**src/rtl/io_uart_tx.sv**
```systemverilog
// rtl/io_uart_tx.sv - memory-mapped byte FIFO feeding an 8N1 UART transmitter
module io_uart_tx #(
  parameter int              CLKS_PER_BIT = 868,
  parameter int              FIFO_DEPTH   = 16,
  parameter int              ADDR_W       = 32,
  parameter logic [ADDR_W-1:0] IO_ADDR    = ADDR_W'(32'h0003_0000)
) (
  input  logic                        clk,
  input  logic                        rst,
  input  logic                        io_we,
  input  logic [ADDR_W-1:0]           io_addr,
  input  logic [7:0]                  io_wdata,
  output logic                        io_full,
  output logic [$clog2(FIFO_DEPTH):0] fifo_level,
  output logic                        tx_busy,
  output logic                        overflow,
  output logic                        tx
);

  localparam int PW = $clog2(FIFO_DEPTH);
  localparam int CW = (CLKS_PER_BIT > 1) ? $clog2(CLKS_PER_BIT) : 1;

  typedef enum logic [1:0] {IDLE, START, DATA, STOP} state_t;

  logic [7:0]    mem [FIFO_DEPTH];
  logic [PW:0]   wr_ptr, rd_ptr, level;
  logic          empty, full, hit, push, pop, baud_end;
  state_t        state_q, state_d;
  logic [CW-1:0] baud_q;
  logic [2:0]    bit_q, bit_d;
  logic [7:0]    shift_q, shift_d;
  logic          tx_q, tx_d;

  // Extra pointer bit separates full from empty; level is the pointer distance.
  assign level    = wr_ptr - rd_ptr;
  assign empty    = (level == '0);
  assign full     = (level == (PW+1)'(FIFO_DEPTH));
  assign hit      = io_we && (io_addr == IO_ADDR);
  assign push     = hit && !full;
  assign baud_end = (baud_q == CW'(CLKS_PER_BIT - 1));

  always_comb begin
    state_d = state_q;
    pop     = 1'b0;
    shift_d = shift_q;
    bit_d   = bit_q;
    tx_d    = 1'b1;
    case (state_q)
      IDLE:  if (!empty) begin
               pop     = 1'b1;
               state_d = START;
             end
      START: if (baud_end) begin
               state_d = DATA;
               bit_d   = '0;
             end
      DATA:  if (baud_end) begin
               shift_d = {1'b0, shift_q[7:1]};
               bit_d   = bit_q + 3'd1;
               if (bit_q == 3'd7) state_d = STOP;
             end
      STOP:  if (baud_end) begin
               if (!empty) begin
                 pop     = 1'b1;
                 state_d = START;
               end else begin
                 state_d = IDLE;
               end
             end
      default: state_d = IDLE;
    endcase
    if (pop) shift_d = mem[rd_ptr[PW-1:0]];
    // tx is registered from the next state so the line changes on the same edge as the FSM.
    case (state_d)
      START:   tx_d = 1'b0;
      DATA:    tx_d = shift_d[0];
      default: tx_d = 1'b1;
    endcase
  end

  always_ff @(posedge clk or posedge rst) begin
    if (rst) begin
      state_q  <= IDLE;
      baud_q   <= '0;
      bit_q    <= '0;
      shift_q  <= '0;
      tx_q     <= 1'b1;
      wr_ptr   <= '0;
      rd_ptr   <= '0;
      overflow <= 1'b0;
    end else begin
      state_q <= state_d;
      bit_q   <= bit_d;
      shift_q <= shift_d;
      tx_q    <= tx_d;
      if (state_q == IDLE || state_d != state_q || baud_end) baud_q <= '0;
      else                                                  baud_q <= baud_q + CW'(1);
      if (push)        wr_ptr   <= wr_ptr + (PW+1)'(1);
      if (pop)         rd_ptr   <= rd_ptr + (PW+1)'(1);
      if (hit && full) overflow <= 1'b1;
    end
  end

  always_ff @(posedge clk) begin
    if (push) mem[wr_ptr[PW-1:0]] <= io_wdata;
  end

  assign io_full    = full;
  assign fifo_level = level;
  assign tx_busy    = (state_q != IDLE) || !empty;
  assign tx         = tx_q;

endmodule
```
**config.mk**
```make
export PLATFORM = sky130hd
export DESIGN_NAME = io_uart_tx
export DESIGN_NICKNAME = d
export VERILOG_FILES = /design/src/rtl/io_uart_tx.sv
export SDC_FILE = /design/constraint.sdc
export NUM_CORES = 1
export LEC_CHECK = 0
export ABC_CLOCK_PERIOD_IN_PS = 3000
export CORE_MARGIN = 5
export CORE_UTILIZATION = 42
export DETAILED_ROUTE_END_ITERATION = 16
export HOLD_SLACK_MARGIN = 0.02
export MAX_ROUTING_LAYER = met4
export PLACE_DENSITY = 0.7
export RECOVER_POWER = 50
export SYNTH_ARGS = -nofsm -noshare
export SYNTH_HDL_FRONTEND = slang
export SYNTH_SLANG_ARGS = --single-unit
```
**constraint.sdc**
```tcl
create_clock -name clk -period 3 [get_ports clk]
set_input_delay 0.45 -clock clk [delete_from_list [all_inputs] [get_ports clk]]
set_output_delay 0.45 -clock clk [all_outputs]
set_load 0.05 [all_outputs]
```
==> results of run 1 <==
[cell families after synthesis]
kind of cell,after synthesis
and+or+nand+nor,125
buffers and inverters,35
DFF,163
adders and majority gates,18
xor gates and xnor gates,20
AOI/OAI and AO/OA,45
muxes,44
[power groups by stage]
stage	sequential [mW]	combinational [mW]	clock, mW
2_1_floorplan	2.49	0.00979	0
3_3_place_gp	2.49	0.0953	0
3_5_place_dp	2.49	0.0988	0
4_1_cts	2.44	0.0994	2.14
5_1_grt	2.44	0.102	2.25
6_report	2.44	0.0951	2.10
[layer usage]
metal / track usage / vias to the layer above
li1: - / 1921
met1: 0.216 / 2091
met2: 0.266 / 157
met3: 0.0431 / 20
met4: 0.0409 / 0
met5: - / -
[timing repair]
action                                  CTS  global route
gates cloned                              0             0
gates resized for setup                   7             3
buffers inserted                          6             1
pin swaps                                 5             4
endpoints found under the setup margin    2             2
[worst register-to-register path: cells and delay by family (launching register included)]
kind / cells / cell delay, ns
AOI/OAI and AO/OA: 2 / 0.29
DFF: 1 / 0.40
adders and majority gates: 2 / 0.61
and+or+nand+nor: 3 / 0.79
buffers and inverters: 3 / 0.37
[flip-flops by register name (all words and copies together) (netlist names)]
register	flops
baud_q	10
bit_q	3
mem	128
overflow	1
rd_ptr	5
shift_q	8
state_q	2
tx	1
wr_ptr	5
[worst min-delay path by stage]
stage	endpoint	slack [ns]
floorplan	baud_q[0]	0.46
global placement	overflow	0.46
detailed placement	wr_ptr[4]	0.48
CTS	baud_q[6]	0.45
global route	rd_ptr[4]	0.53
finish	wr_ptr[4]	0.49
[cell type report]
type,count,area [um2]
fill,1403,8270
clock inverter,14,143
tap,225,282
inverter,16,63.8
multi-input combinational,252,2500
timing repair buffer,78,769
clock buffer,18,429
sequential,163,4720
[placed cells by master (no fill, tap or decap), types with 9 or more instances in the layout]
| master | Yosys | routed |
|---|---|---|
| buf_4 | 2 | 26 |
| dfrtp_1 | 34 | 33 |
| dlygate4sd3_1 | 0 | 11 |
| and3_1 | 17 | 17 |
| clkbuf_16 | 0 | 17 |
| o21ai_0 | 10 | 10 |
| ha_1 | 17 | 16 |
| nand3_1 | 27 | 27 |
| mux2i_1 | 9 | 9 |
| nand2_1 | 35 | 34 |
| a2111oi_2 | 9 | 9 |
| clkdlybuf4s50_1 | 0 | 34 |
| mux4_2 | 33 | 33 |
| xnor2_1 | 10 | 10 |
| nor2_1 | 13 | 11 |
| edfxtp_1 | 128 | 128 |
| inv_1 | 12 | 11 |
[through the flow]
stage	utilization	power (mW)	hold slack [ns]	cell area [um2]
floorplan	-	2.50	0.459	7350
global placement	0.480	2.58	0.461	8240
detailed placement	0.480	2.58	0.482	8240
CTS	0.517	4.67	0.450	8880
global route	0.518	4.79	0.531	8900
finish	0.518	4.64	0.493	8900
==> results_dict.tcl, run 1 <==
set metrics [dict create \
    cp.required_ns 2.55 \
    cp_top_family "adder cells" \
    power_density_nw_per_um2 521 \
    synthTopCellsByArea "edfxtp_1, dfrtp_1, mux4_2" \
    synth_top_family_by_area "multiplexers" \
    cp-startpoint "wr_ptr[0]" \
    numPortBuffers 51 \
    instances_no_fill 766 \
    synth_area_leader_cell "edfxtp_1" \
    worst_slew_pin_slew_ns 1.91 \
    reg2reg_depth 10 \
    clkSinkCount 163 \
    synth_common_cells "edfxtp_1, nand2_1, dfrtp_1, mux4_2, nand3_1" \
    crit_path_end "io_full" \
    async_flop_share 0.215 \
    violations "capacitance limit, slew limit" \
    synth_most_common_cell "edfxtp_1" \
    cts-root-buf "clkbuf_16" \
    highest_layer "met4" \
    startpoint_type "flip-flop" \
    synth-simple-area-share 0.0941 \
    finalNetCount 589 \
    setup_slack_ns 0.125 \
    dr.pass1.iters 5 \
    report.final.slew_viol_count 36 \
    fp.coreArea_um2 17200 \
    synth_cell_types 62 \
    num_rows 48 \
    synth_edf_count 128 \
    dieWidth_um 142 \
    yosys.area_share.xor_xnor 0.0260 \
    synth_area_per_cell_um2 16.2 \
    dr_total_vias 4189 \
    wl_met1_um 6590 \
    htreeDepth 4 \
    routed_wl_um 15400 \
    wl_met2_um 7400 \
    vias_per_cell 5.47 \
    reg2reg_from "wr_ptr[0]" \
    drive_above_1_share 0.253 \
    clock_skew_ns 0.0130 \
    clkPwrFrac 0.454 \
    worstPathMaxFanout 7 \
    path_class "reg2out" \
    antenna_found_initial 0 \
    area_delta_synth_final_pct 21.8 \
    synth_top_cell_area_share 0.526 \
    die_h_um 142 \
    seqPwrFrac 0.526 \
    synth_compound_area_frac 0.0609 \
    start_util 0.426 \
    path_cells "inv_2 > ha_2 > fa_2 > nand2b_4 > a21oi_4 > xor2_4 > buf_4 > nor2_1 > buf_12" \
    hold_viol_final 0 \
    cts.clk_slew.worst_paths_ns 0.07 \
    grt_max_degree 36 \
    fmax_ghz 0.348 \
    setup_viol 0 \
    worst-path-stages 9 \
    cts_buffers 17 \
    p_leak_nw 3.23 \
    synthesis.nets 511 \
    swShare 0.211 \
    place_ws_ns 0.0142 \
    clock_latency_ns 0.43 \
    maxCapViolations 1 \
    io_pins 52 \
    grt_pass1_vias 4412 \
    endpoint_kind "output pin" \
    yosysWarnings 0 \
    status "complete, but fails checks" \
    grt.overflow.total 0 \
    critPathSlowestCell "fa_2" \
    postCtsHoldBufs 0 \
    die_area_um2 20100 \
    ys_seq_area_frac 0.646 \
    cts_buffer_depth 2 \
    cp_slowest_stage_delay_ns 0.39 \
    holdPathStages 1 \
    ys.flop_type "edfxtp_1" \
    r2r-end "mem[1][6]" \
    relSlewSlack -0.273 \
    ys_seq_elements 163 \
    crit_buf_inv 3 \
    tns_ns 0 \
    period_minus_slack_ns 2.88 \
    rsz0062_at_grt "no" \
    switchingPower_mw 0.977 \
    drc 0 \
    grt_use_total 0.167 \
    min_from "wr_ptr[4]" \
    combinationalPowerShare 0.021 \
    place_congestion 0.846 \
    dp_hpwl_um 10600 \
    cts_tree "yes" \
    cp.arrival_ns 2.43 \
    min_path_type "reg2reg" \
    drt-initial-drc-count 364 \
    p_int_mw 3.66 \
    irDropWorstVdd_v 0.000417 \
    dr_wl_met3_um 1190 \
    syn_area_um2 7310 \
    postRouteAntennaNets 0 \
    synth_cells 450 \
    antennaDiodeCount 0 \
    synth-adder-area-share 0.0318 \
    dpl.cell_count 727 \
    grt_pass1_wl_um 24700 \
    muxShareOfSynthArea 0.118 \
    reg2reg_slack_ns 0.18 \
    finalCritPeriodShare 0.958 \
    wl_per_cell_um 20.1 \
]
No activity file was read; power rests on OpenSTA's default activity.
==> run 2: changes to the inputs <==
--- a/config.mk
+++ b/config.mk
@@ -7,11 +7,11 @@
 export LEC_CHECK = 0
 export ABC_CLOCK_PERIOD_IN_PS = 3000
 export CORE_MARGIN = 5
-export CORE_UTILIZATION = 42
+export CORE_UTILIZATION = 30
 export DETAILED_ROUTE_END_ITERATION = 16
 export HOLD_SLACK_MARGIN = 0.02
 export MAX_ROUTING_LAYER = met4
-export PLACE_DENSITY = 0.7
+export PLACE_DENSITY = 0.55
 export RECOVER_POWER = 50
 export SYNTH_ARGS = -nofsm -noshare
 export SYNTH_HDL_FRONTEND = slang
==> results_dict.tcl, run 2 (synthesis gave the netlist of run 1 again) <==
set metrics [dict create \
    status "complete, but fails checks" \
    violations "capacitance limit, slew limit" \
    cts_buffer_depth 2 \
    wl_per_cell_um 19.6 \
    grt_use_total 0.130 \
    routed_wl_um 17000 \
    r2r-end "tx" \
    dpl.cell_count 826 \
    htreeDepth 4 \
    grt.overflow.total 0 \
    layout_commonest_cell "edfxtp_1" \
    finalNetCount 592 \
    final_cell_mix "edfxtp_1, nand2_1, clkdlybuf4s50_1, mux4_2, dfrtp_1" \
    grt_pass1_vias 4552 \
    report.final.slew_viol_count 30 \
    largest_reg_flops 128 \
    instances_no_fill 868 \
    drc 0 \
    fmax_ghz 0.345 \
    antennaDiodeCount 0 \
    cp-startpoint "rd_ptr[0]" \
    p_leak_nw 3.28 \
    startpoint_type "flip-flop" \
    io_pins 52 \
    clock_latency_ns 0.43 \
    drt-initial-drc-count 289 \
    cts_tree "yes" \
    clock_skew_ns 0.0112 \
    cts_buffers 17 \
    worstPathMaxFanout 7 \
    die_area_um2 27600 \
    cts.clk_slew.worst_paths_ns 0.07 \
    relSlewSlack -0.0937 \
    die_h_um 166 \
    min_path_type "in2async" \
    start_util 0.302 \
    path_class "reg2out" \
    finalInstanceArea_um2 9170 \
    dp_hpwl_um 11800 \
    cp.required_ns 2.55 \
    worst_slew_pin_slew_ns 1.64 \
    finalPower_mw 4.80 \
    period_minus_slack_ns 2.90 \
    endpoint_kind "output pin" \
    drive_above_1_share 0.263 \
    vias_per_cell 4.87 \
    reg2reg_depth 12 \
    grt_pass1_wl_um 26700 \
    cp.arrival_ns 2.45 \
    place_congestion 0.806 \
    finalCritPeriodShare 0.967 \
    dr_total_vias 4225 \
    rsz0062_at_grt "no" \
    postRouteAntennaNets 0 \
    hold_viol_final 0 \
    maxCapViolations 1 \
    cts-root-buf "clkbuf_16" \
    power_density_nw_per_um2 523 \
    reg2reg_from "rd_ptr[0]" \
    numPortBuffers 51 \
    setup_viol 0 \
    grt_max_degree 36 \
    hold_ws_ns 0.411 \
    tns_ns 0 \
    dieWidth_um 166 \
    num_rows 57 \
    fp.coreArea_um2 24200 \
    reg2reg_slack_ns 0.16 \
    postCtsHoldBufs 0 \
    placed_area_um2 8410 \
    dr.pass1.iters 4 \
    antenna_found_initial 0 \
    irDropWorstVdd_v 0.000329 \
    area_delta_synth_final_pct 25.5 \
    clkSinkCount 163 \
]
[run 2: worst max path at each step]
stage | to | slack, ns | cells past startpoint
3_3_place_gp | mem[7][5] | 0.1 | 7
3_5_place_dp | mem[11][4] | 0.06 | 7
5_1_grt | tx_busy | 0.02 | 9
4_1_cts | tx_busy | 0.007 | 8
2_1_floorplan | mem[3][0] | 0.02 | 11
6_report | io_full | 0.1 | 8
[run 2: worst max-delay path: stages (launching register included)]
cell and delay, ns:
dfrtp_2 0.43, ha_4 0.17, fa_2 0.41, nand2b_4 0.17, a21oi_4 0.20, xor2_4 0.10
buf_4 0.19, nor2_2 0.19, buf_12 0.16
[run 2: power by group]
group / internal (mW) / switching, mW / total [mW]
clock: 1.27 / 0.991 / 2.26
combinational: 0.0472 / 0.0513 / 0.0985
sequential: 2.44 / 0.000000000396 / 2.44
[run 2: timing repair]
item,CTS,global route
setup endpoints to repair,2,2
pin swaps,6,2
gates resized for setup,10,3
buffers inserted,10,0
[run 2: routing by layer]
metal,vias up,global-route usage,share of wire
met2,97,0.201,0.49
met3,14,0.0352,0.044
met1,2184,0.173,0.46
li1,1930,-,-
met4,0,0.0273,0.013
met5,-,-,0
[run 2: final cells by class]
| type | instances | area (um2) |
|---|---|---|
| Fill cell | 2219 | 15000 |
| Tap cell | 324 | 405 |
| Timing Repair Buffer | 81 | 842 |
| Multi-Input combinational cell | 252 | 2510 |
| Inverter | 16 | 63.8 |
| Sequential cell | 163 | 4720 |
| Clock inverter | 15 | 198 |
| Clock buffer | 17 | 425 |
[run 2: metrics by stage]
step                      setup slack (ns)  utilization
final                               0.0992        0.379
after detailed placement            0.0592        0.348
after global placement              0.0950        0.348
after floorplan                     0.0162            -
after global routing                0.0159        0.379
after CTS                          0.00713        0.379
==> run 3: changes to the inputs <==
--- a/config.mk
+++ b/config.mk
@@ -10,7 +10,6 @@
 export CORE_UTILIZATION = 30
 export DETAILED_ROUTE_END_ITERATION = 16
 export HOLD_SLACK_MARGIN = 0.02
-export MAX_ROUTING_LAYER = met4
 export PLACE_DENSITY = 0.55
 export RECOVER_POWER = 50
 export SYNTH_ARGS = -nofsm -noshare
==> results_dict.tcl, run 3 (synthesis gave the netlist of run 1 again) <==
set metrics [dict create \
    status "complete, but fails checks" \
    violations "capacitance limit, slew limit" \
    setup_slack_ns 0.103 \
    cp_slowest_stage_delay_ns 0.43 \
    cts_buffers 17 \
    switchingPower_mw 1.03 \
    drc 0 \
    dp_hpwl_um 11800 \
    swShare 0.216 \
    layout_commonest_cell "edfxtp_1" \
    clock_skew_ns 0.00776 \
    irDropWorstVdd_v 0.000329 \
    finalInstanceArea_um2 9170 \
    die_area_um2 27600 \
    num_rows 57 \
    multi_input_area_um2 2510 \
    place_ws_ns 0.0592 \
    cts-root-buf "clkbuf_16" \
    grt_use_total 0.126 \
    htreeDepth 4 \
    wl_per_cell_um 19.6 \
    maxCapViolations 1 \
    cp.required_ns 2.55 \
    relSlewSlack -0.0977 \
    finalNetCount 592 \
    antennaDiodeCount 0 \
    path_cells "ha_4 > fa_2 > nand2b_4 > a21oi_4 > xor2_4 > buf_4 > nor2_2 > buf_12" \
    critPathSlowestCell "dfrtp_2" \
    largest_reg_flops 128 \
    die_h_um 166 \
    final_cell_mix "edfxtp_1, nand2_1, clkdlybuf4s50_1, mux4_2, dfrtp_1" \
    start_util 0.302 \
    rsz0062_at_grt "no" \
    place_congestion 0.794 \
    period_minus_slack_ns 2.90 \
    p_leak_nw 3.28 \
    report.final.slew_viol_count 30 \
    finalCritPeriodShare 0.966 \
    io_pins 52 \
    clkPwrFrac 0.470 \
    dr_total_vias 4185 \
    path_class "reg2out" \
    startpoint_type "flip-flop" \
    seqPwrFrac 0.509 \
    grt.overflow.total 0 \
    drive_above_1_share 0.263 \
    combinationalPowerShare 0.021 \
    numPortBuffers 51 \
    p_int_mw 3.76 \
    grt_max_degree 36 \
    routed_wl_um 17000 \
    reg2reg_slack_ns 0.17 \
    postRouteAntennaNets 0 \
    hold_viol_final 0 \
    tns_ns 0 \
    antenna_found_initial 0 \
    clkSinkCount 163 \
    fp.coreArea_um2 24200 \
    fill_cells 2219 \
    vias_per_cell 4.82 \
    setup_viol 0 \
    regArea_um2 4720 \
    cp.arrival_ns 2.45 \
    postCtsHoldBufs 0 \
    dr.pass1.iters 4 \
    area_delta_synth_final_pct 25.5 \
    grt_pass1_vias 4544 \
    min_path_type "in2async" \
    cts.clk_slew.worst_paths_ns 0.07 \
    cts_tree "yes" \
    placed_area_um2 8410 \
    cts_buffer_depth 2 \
    worstPathMaxFanout 7 \
    drt-initial-drc-count 274 \
    power_density_nw_per_um2 522 \
    endpoint_kind "output pin" \
    dieWidth_um 166 \
    worst_slew_pin_slew_ns 1.65 \
    clock_latency_ns 0.42 \
    grt_pass1_wl_um 26700 \
    fmax_ghz 0.345 \
]
==> run 3: cell counts in the layout (fill, tap and decap cells not counted) <==
Identical to the previous run, type by type.
==> run 3: layout make-up <==
| class | count | share of cell area |
|---|---|---|
| inverters | 16 | 0.00696 |
| well taps | 324 | 0.0442 |
| repair buffers | 81 | 0.0918 |
| clock inverters | 15 | 0.0216 |
| clock buffers | 17 | 0.0464 |
| multi-input cells | 252 | 0.274 |
| flip-flops and latches | 163 | 0.515 |
==> run 3: repair_timing <==
item,4_1_cts,5_1_grt
gates resized for setup,10,3
pin swaps,6,2
buffers inserted,10,0
setup endpoints to repair,2,2
==> run 3: worst max-delay path, delay by kind of cell (launching register included) <==
family / cells / cell delay (ns)
adder cells (fa/ha/maj): 2 / 0.58
flip-flops: 1 / 0.43
AND/OR/NAND/NOR: 2 / 0.36
buffers and inverters: 2 / 0.35
AO/OA/AOI/OAI: 1 / 0.21
XOR/XNOR: 1 / 0.10
==> run 3: metrics by stage <==
| stage | instances | util | power [mW] | hold slack [ns] |
|---|---|---|---|---|
| 2_1_floorplan | 450 | - | 2.50 | 0.459 |
| 3_3_place_gp | 826 | 0.348 | 2.59 | 0.480 |
| 3_5_place_dp | 826 | 0.348 | 2.59 | 0.485 |
| 4_1_cts | 868 | 0.379 | 4.83 | 0.288 |
| 5_1_grt | 868 | 0.379 | 4.93 | 0.459 |
| 6_report | 868 | 0.379 | 4.79 | 0.416 |
==> run 3: worst paths after layout <==
path,startpoint,to,cells past startpoint
hold / removal,rst,wr_ptr[3],2
min in group clk,wr_ptr[4],wr_ptr[4],1
setup / recovery,rd_ptr[0],io_full,8
max in group asynchronous,rst,rd_ptr[0],3
setup reg to reg,rd_ptr[0],tx,12
hold reg to reg,wr_ptr[4],wr_ptr[4],1
==> run 3: power groups by stage <==
stage | Sequential (mW) | Clock [mW] | Combinational [mW]
after detailed placement | 2.49 | 0 | 0.105
final | 2.44 | 2.25 | 0.0988
after floorplan | 2.49 | 0 | 0.00979
after CTS | 2.44 | 2.29 | 0.104
after global placement | 2.49 | 0 | 0.102
after global routing | 2.44 | 2.39 | 0.107
==> run 3: routing by layer <==
| metal | share of wire | GRT usage | vias to the layer above |
|---|---|---|---|
| li1 | - | - | 1927 |
| met1 | 0.46 | 0.172 | 2129 |
| met4 | 0.013 | 0.0273 | 0 |
| met5 | 0 | 0 | - |
| met3 | 0.046 | 0.0352 | 13 |
| met2 | 0.49 | 0.202 | 116 |
